### config.mk
export PLATFORM = sky130hd
export DESIGN_NAME = v_alu_wb_buffer
export DESIGN_NICKNAME = d
export VERILOG_FILES = /design/src/rtl/v_alu_wb_buffer_pkg.sv /design/src/rtl/v_alu_wb_buffer_fifo.sv /design/src/rtl/v_alu_wb_buffer.sv
export SDC_FILE = /design/constraint.sdc
export NUM_CORES = 1
export LEC_CHECK = 0
export CORE_MARGIN = 2
export CORE_UTILIZATION = 59
export DETAILED_ROUTE_END_ITERATION = 6
export PLACE_DENSITY = 0.87
export SLEW_MARGIN = 40
export SYNTH_ARGS = -nofsm -noshare
export SYNTH_HDL_FRONTEND = slang
export SYNTH_SLANG_ARGS = --single-unit
export TNS_END_PERCENT = 30
### constraint.sdc
create_clock -name clk -period 8.2 [get_ports clk]
set_clock_uncertainty 0.15 [all_clocks]
set_input_delay 1.23 -clock clk [delete_from_list [all_inputs] [get_ports clk]]
set_output_delay 1.23 -clock clk [all_outputs]
set_load 0.1 [all_outputs]
### src/rtl/v_alu_wb_buffer_pkg.sv
// v_alu_wb_buffer_pkg: shared vALU writeback constants and the result-entry type.
package v_alu_wb_buffer_pkg;

    localparam int VWB_DATA_WIDTH = 64;
    localparam int VWB_ADDR_WIDTH = 5;
    localparam int VWB_DEPTH      = 8;

    typedef struct packed {
        logic [VWB_ADDR_WIDTH-1:0] addr;
        logic [VWB_DATA_WIDTH-1:0] data;
    } vwb_entry_t;

endpackage

### src/rtl/v_alu_wb_buffer_fifo.sv
// v_wb_fifo: generic synchronous FIFO; a pop frees room for a same-cycle push when full.
module v_wb_fifo #(
    parameter int WIDTH     = 69,
    parameter int DEPTH     = 8,
    parameter int PTR_WIDTH = $clog2(DEPTH)
) (
    input  logic                 clk,
    input  logic                 rst,
    input  logic                 push,
    input  logic                 pop,
    input  logic [WIDTH-1:0]     din,
    output logic [WIDTH-1:0]     dout,
    output logic [PTR_WIDTH:0]   count,
    output logic                 full,
    output logic                 empty
);

    logic [WIDTH-1:0]     mem_q [DEPTH];
    logic [PTR_WIDTH-1:0] rd_ptr_q, rd_ptr_d, wr_ptr_q, wr_ptr_d;
    logic [PTR_WIDTH:0]   count_q, count_d;
    logic                 do_push, do_pop;

    always_comb begin
        do_pop   = pop && !empty;
        do_push  = push && (!full || do_pop);
        rd_ptr_d = rd_ptr_q + PTR_WIDTH'(do_pop);
        wr_ptr_d = wr_ptr_q + PTR_WIDTH'(do_push);
        count_d  = count_q + (PTR_WIDTH+1)'(do_push) - (PTR_WIDTH+1)'(do_pop);
    end

    always_ff @(posedge clk) begin
        if (rst) begin
            rd_ptr_q <= '0;
            wr_ptr_q <= '0;
            count_q  <= '0;
        end else begin
            rd_ptr_q <= rd_ptr_d;
            wr_ptr_q <= wr_ptr_d;
            count_q  <= count_d;
        end
    end

    always_ff @(posedge clk) begin
        if (do_push) mem_q[wr_ptr_q] <= din;
    end

    assign dout  = mem_q[rd_ptr_q];
    assign count = count_q;
    assign full  = count_q == (PTR_WIDTH+1)'(DEPTH);
    assign empty = count_q == '0;

endmodule

### src/rtl/v_alu_wb_buffer.sv
// v_alu_wb_buffer: credit-guarded result buffer between vALU pipelines and the VRF write port.
// Define VWB_OVERFLOW_CHK_EN to build the sticky err checker (drops and credit underflow).
module v_alu_wb_buffer
    import v_alu_wb_buffer_pkg::*;
#(
    parameter int DATA_WIDTH = VWB_DATA_WIDTH,
    parameter int ADDR_WIDTH = VWB_ADDR_WIDTH,
    parameter int DEPTH      = VWB_DEPTH,
    parameter int PTR_WIDTH  = $clog2(DEPTH)
) (
    input  logic                  clk,
    input  logic                  rst,
    input  logic                  issue_valid,
    output logic                  issue_ready,
    input  logic [DATA_WIDTH-1:0] in_vec,
    input  logic [ADDR_WIDTH-1:0] in_addr,
    input  logic                  in_valid,
    output logic [DATA_WIDTH-1:0] wb_data,
    output logic [ADDR_WIDTH-1:0] wb_addr,
    output logic                  wb_valid,
    input  logic                  wb_ready,
    output logic                  err
);

    localparam int EW = ADDR_WIDTH + DATA_WIDTH;

    logic [EW-1:0]        fifo_dout;
    logic [PTR_WIDTH:0]   count, inflight_q, inflight_d;
    logic [PTR_WIDTH+1:0] credits_used;
    logic                 fifo_full, fifo_empty, pop, issue_fire, in_sat;

    v_wb_fifo #(.WIDTH(EW), .DEPTH(DEPTH), .PTR_WIDTH(PTR_WIDTH)) u_fifo (
        .clk   (clk),
        .rst   (rst),
        .push  (in_valid),
        .pop   (pop),
        .din   ({in_addr, in_vec}),
        .dout  (fifo_dout),
        .count (count),
        .full  (fifo_full),
        .empty (fifo_empty)
    );

    assign wb_valid           = !fifo_empty;
    assign pop                = wb_valid && wb_ready;
    assign {wb_addr, wb_data} = fifo_dout;

    // Credits count buffered plus in-flight results so every launch has a slot waiting.
    always_comb begin
        credits_used = {1'b0, count} + {1'b0, inflight_q};
        issue_ready  = !fifo_full && (credits_used < (PTR_WIDTH+2)'(DEPTH));
        issue_fire   = issue_valid && issue_ready;
        in_sat       = in_valid && (inflight_q == '0);
        inflight_d   = (issue_fire && !in_valid) ? inflight_q + (PTR_WIDTH+1)'(1) :
                       (in_valid && !issue_fire && !in_sat) ? inflight_q - (PTR_WIDTH+1)'(1) :
                       inflight_q;
    end

    always_ff @(posedge clk) begin
        inflight_q <= rst ? '0 : inflight_d;
    end

`ifdef VWB_OVERFLOW_CHK_EN
    logic err_q, err_d, drop;

    always_comb begin
        drop  = in_valid && fifo_full && !pop;
        err_d = err_q || drop || in_sat;
    end

    always_ff @(posedge clk) begin
        err_q <= rst ? 1'b0 : err_d;
`ifndef SYNTHESIS
        if (!rst && drop) $error("v_alu_wb_buffer: result dropped, buffer full");
        if (!rst && in_sat) $error("v_alu_wb_buffer: result arrived with no credit in flight");
`endif
    end

    assign err = err_q;
`else
    assign err = 1'b0;
`endif

endmodule
# == Word level (Yosys, flattened, before mapping) ==
# Memory sizes are Yosys's and may differ from the RTL's. A register that Yosys moved wholly into a read port is not among the register bits.
# Index checks and enable logic that the tools add are counted.
# W data, S select, Z words.
# op_classes
n_lt_le_gt_ge,1
mux,5
reduce_logical,18
n_addsub,7
eq_ne,1
# op_table
cell,count
$logic_and A1 B1 Y1,9
$logic_not A4 Y1,2
$mux W4,2
$add A3 B1 Y3,2
$add A4 B4 Y5,1
$logic_not A1 Y1,5
$lt A5 B4 Y1 const B,1
$add A4 B1 Y4,1
$add A4 B1 Y4 const B,1
$eq A4 B4 Y1 const B,1
$sub A4 B1 Y4,1
$sub A4 B1 Y4 const B,1
$mux W3,1
$mux W1,2
$reduce_bool A2 Y1,1
$logic_or A1 B1 Y1,1
# totals
ff_bits,14
elab_cells,37
ram_bits,552
output_inout_bits,72
n_memories,1
# memory_table
name,depth,word_bits,read_ports,rd_ports_with_merged_regs,wr,line_no,source
u_fifo.mem_q,8,69,1,1,1,v_alu_wb_buffer_fifo.sv:18,logic [WIDTH-1:0] mem_q [DEPTH];

# == Depth between registers and ports, before layout ==
# logic_depth
ltp_word,9
depth_mapped,12

# == Modules after synthesis ==
# Synthesis repeated with hierarchy kept, for this count alone.
# unflattened
hier_cells,907
hier_area_um2,21742.1
# by_module_without_submodules
module,cells_each,area_per_inst_um2,n_inst
v_wb_fifo,862,21311.7,1
v_alu_wb_buffer,45,430.4,1

# == Least setup slack after synthesis ==
# Ideal clock, no wire load.
# synth_path
path_type,input to register
start,in wb_ready
end,"mem u_fifo.mem_q[1][0], enable pin"
required_ps,7469
slack_ps,1001
setup_ps,581
cell_stages,4
arrival_ps,6468
path_buffers,0
path_cell_list,nand2b_1 -> a21boi_0 -> nand2_1 -> nor3_1
# synth_between
elab_chain_cells,6
# synth_lines
element,line_no,source
from (decl),v_alu_wb_buffer.sv:21,"input logic wb_ready,"
$logic_and A1 B1 Y1,v_alu_wb_buffer.sv:45,assign pop = wb_valid && wb_ready;
$logic_and A1 B1 Y1,v_alu_wb_buffer_fifo.sv:24,do_pop = pop && !empty;
$logic_or A1 B1 Y1,v_alu_wb_buffer_fifo.sv:25,do_push = push && (!full || do_pop);
$logic_and A1 B1 Y1,v_alu_wb_buffer_fifo.sv:25,
$mux W1,v_alu_wb_buffer_fifo.sv:44,if (do_push) mem_q[wr_ptr_q] <= din;
$mux W1 (not written as such),v_alu_wb_buffer_fifo.sv:44,
to (decl),v_alu_wb_buffer_fifo.sv:18,
# No other way between the ends.

==> reports/metrics.csv <==
metric;value;unit
power consumption;8643;µW
switching share of power;0.3548;
Max Root-Sink Buffers;3;
initial antenna violation count;2;
Worst EP required;6820;ps
Die Y;195.6;µm
setup TNS;0;ps
Cells after Synth;902;
post-cts sizing count;0;
total track usage;0.2180;
design internal power;5577;µW
final core occ;0.6889;
VDD IR max;374.2;µV
top achievable clock speed;224.8;MHz
most frequent cells in the layout;edfxtp_1, mux4_2, clkdlybuf4s50_1, mux2_2, buf_2;
Pwr per Cell Area;345.2;nW/µm²
Final Worst Setup Slack;3752;ps
status;finished clean;
Vias/cell;6.085;
starting density of the core;0.5959;
# nets final;1172;
CTS Root Cell;clkbuf_16;
CP Data Arrival Time;3070;ps
CTS buffer count;54;
commonest non-fill, non-tap cell in the layout;edfxtp_1;
PortBufs;144;
post-layout min period;4448;ps
htree depth;2;
largest net degree at the start of global routing;67;
DR DRC count;0;
remaining antenna violation count;0;
FP Rows;70;
area of the core;36350;µm²
CP endpoint kind;output port;
critical path class;register to output port;
Top Ports;146;
Yosys reg bits;566;
reg2reg setup slack;4900;ps
CTS clk-pin slew, worst paths;60;ps
global-route wire length before repair;61770;µm
CTS tree;built;
RSZ-0062 raised after global routing;false;
GP Congestion;0.7412;
Logic pwr share;0.327;
class of the worst hold path;register to register;
Seq/Total Area, Yosys;0.7782;
Place WS;3776;ps
clock share of power;0.272;
Post CTS Setup Buffer Count;0;
chip width;195.6;µm
Worst-Margin Slew;796.9;ps
Finish-stage setup viols;0;
clk sink count;566;
NetSw;3066;µW
WL final;40600;µm
router iterations before antenna repair;7;
Setup crit start kind;register;
Relative slew margins;0.4687;
final critical-path share of the clock period;0.5425;
post-synth cell types;35;
gr ovfl total;0;
max cap viols;0;
syn nets;993;
average wire per standard cell;25.47;µm
Vias;9699;
Worst-Skew Late Latency;560;ps
vias in the first global route;10205;
Crit Path Max Fanout;54;
Static Leakage;0.007938;µW
dpl hpwl;21770;µm
Yosys warnings;0;
Slew Limit Fails;0;
Die ar.;38260;µm²
area delta synth->final;15.60;%
Seq pwr share;0.401;
Final Hold Fails;0;
Cell Area, Synth;21660;µm²
Avg Synthesized Cell Area;24.01;µm²
cts hold-fix bufs;0;
share of layout cells above drive strength 1;0.3461;
Iter 0 DRT Violations;739;
-- state kept, by name (all words and copies together) (netlist names) --
name and flops:
inflight_q 4, u_fifo.count 4, u_fifo.mem_q 552, u_fifo.rd_ptr_q 3, u_fifo.wr_ptr_q 3
-- metal layers --
metal	up-vias	global-route usage	wire length, µm
met2	332	0.3542	20220
met1	5119	0.3124	16870
met4	2	0.05541	813
met5	-	0	13
met3	68	0.04162	2673
li1	4178	-	-
-- worst max-delay path: stages (launching register included) --
cell and delay, ps:
dfxtp_4 620, clkbuf_8 630, mux4_2 590, mux2_2 300, buf_2 300
-- synthesized netlist by cell type (all sizes together) --
| cell type | instances | area share |
|---|---|---|
| o32ai | 1 | 0.00040 |
| and3 | 1 | 0.00029 |
| or2 | 1 | 0.00029 |
| a21oi | 3 | 0.00069 |
| nor2 | 14 | 0.0024 |
| and2 | 2 | 0.00058 |
| ha | 15 | 0.0087 |
| clkbuf | 13 | 0.0023 |
| fa | 2 | 0.0018 |
| nand2 | 2 | 0.00035 |
| mux2 | 73 | 0.038 |
| nor3b | 1 | 0.00035 |
| xnor2 | 5 | 0.0020 |
| conb | 1 | 0.00017 |
| dfxtp | 14 | 0.013 |
| mux4 | 138 | 0.14 |
| inv | 9 | 0.0016 |
| buf | 29 | 0.010 |
| a41oi | 1 | 0.00040 |
| a21boi | 1 | 0.00035 |
| nand3 | 3 | 0.00069 |
| a21o | 1 | 0.00035 |
| o21ai | 1 | 0.00040 |
| o41ai | 1 | 0.00040 |
| nor4 | 1 | 0.00058 |
| nor3 | 2 | 0.00046 |
| nand2b | 5 | 0.0014 |
| and4 | 1 | 0.00040 |
| nor2b | 8 | 0.0023 |
| edfxtp | 552 | 0.77 |
| xor2 | 1 | 0.00040 |
-- stage by stage --
step	cells	area (µm²)	hold WS, ps
floorplan	902	21660	367.8
global placement	1491	23640	404.9
detailed placement	1493	23340	416.2
CTS	1592	25030	424.4
global route	1593	25040	473.7
finish	1594	25040	426.2
-- final timing paths --
path / from / end / cells after the start
worst max-delay path: u_fifo.rd_ptr_q[0] / wb_data[50] / 4
worst min-delay path: inflight_q[1] / inflight_q[1] / 2
worst max register to register: u_fifo.count[2] / u_fifo.mem_q[1][23] / 7
worst min register to register: inflight_q[1] / inflight_q[1] / 2
-- kinds of logic after synthesis --
family,after synthesis,share of synthesized area
AOI/OAI and AO/OA,9,0.003004
xor gates and xnor gates,6,0.002426
adders and majority gates,17,0.01051
buffers and inverters,51,0.01404
DFF,566,0.7782
muxes,211,0.1814
other,1,0.0001731
and+or+nand+nor,41,0.01017
-- power groups by stage --
| stage | clock network (µW) | logic (µW) | registers (µW) |
|---|---|---|---|
| 2_1_floorplan | 0 | 2440 | 3490 |
| 3_3_place_gp | 0 | 2950 | 3540 |
| 3_5_place_dp | 0 | 2840 | 3530 |
| 4_1_cts | 2400 | 2860 | 3470 |
| 5_1_grt | 2500 | 2950 | 3480 |
| 6_report | 2350 | 2820 | 3470 |
-- final cells by class --
type                    instances  area [µm²]
inverters                       9       33.78
diodes                          2       5.005
well taps                     468       585.6
clock inverters                28       235.2
multi-input cells             285        4561
fillers                      2112       11310
clock buffers                  71        1456
repair buffers                165        1295
flip-flops and latches        566       16870
(Power assumes the default switching activity.)
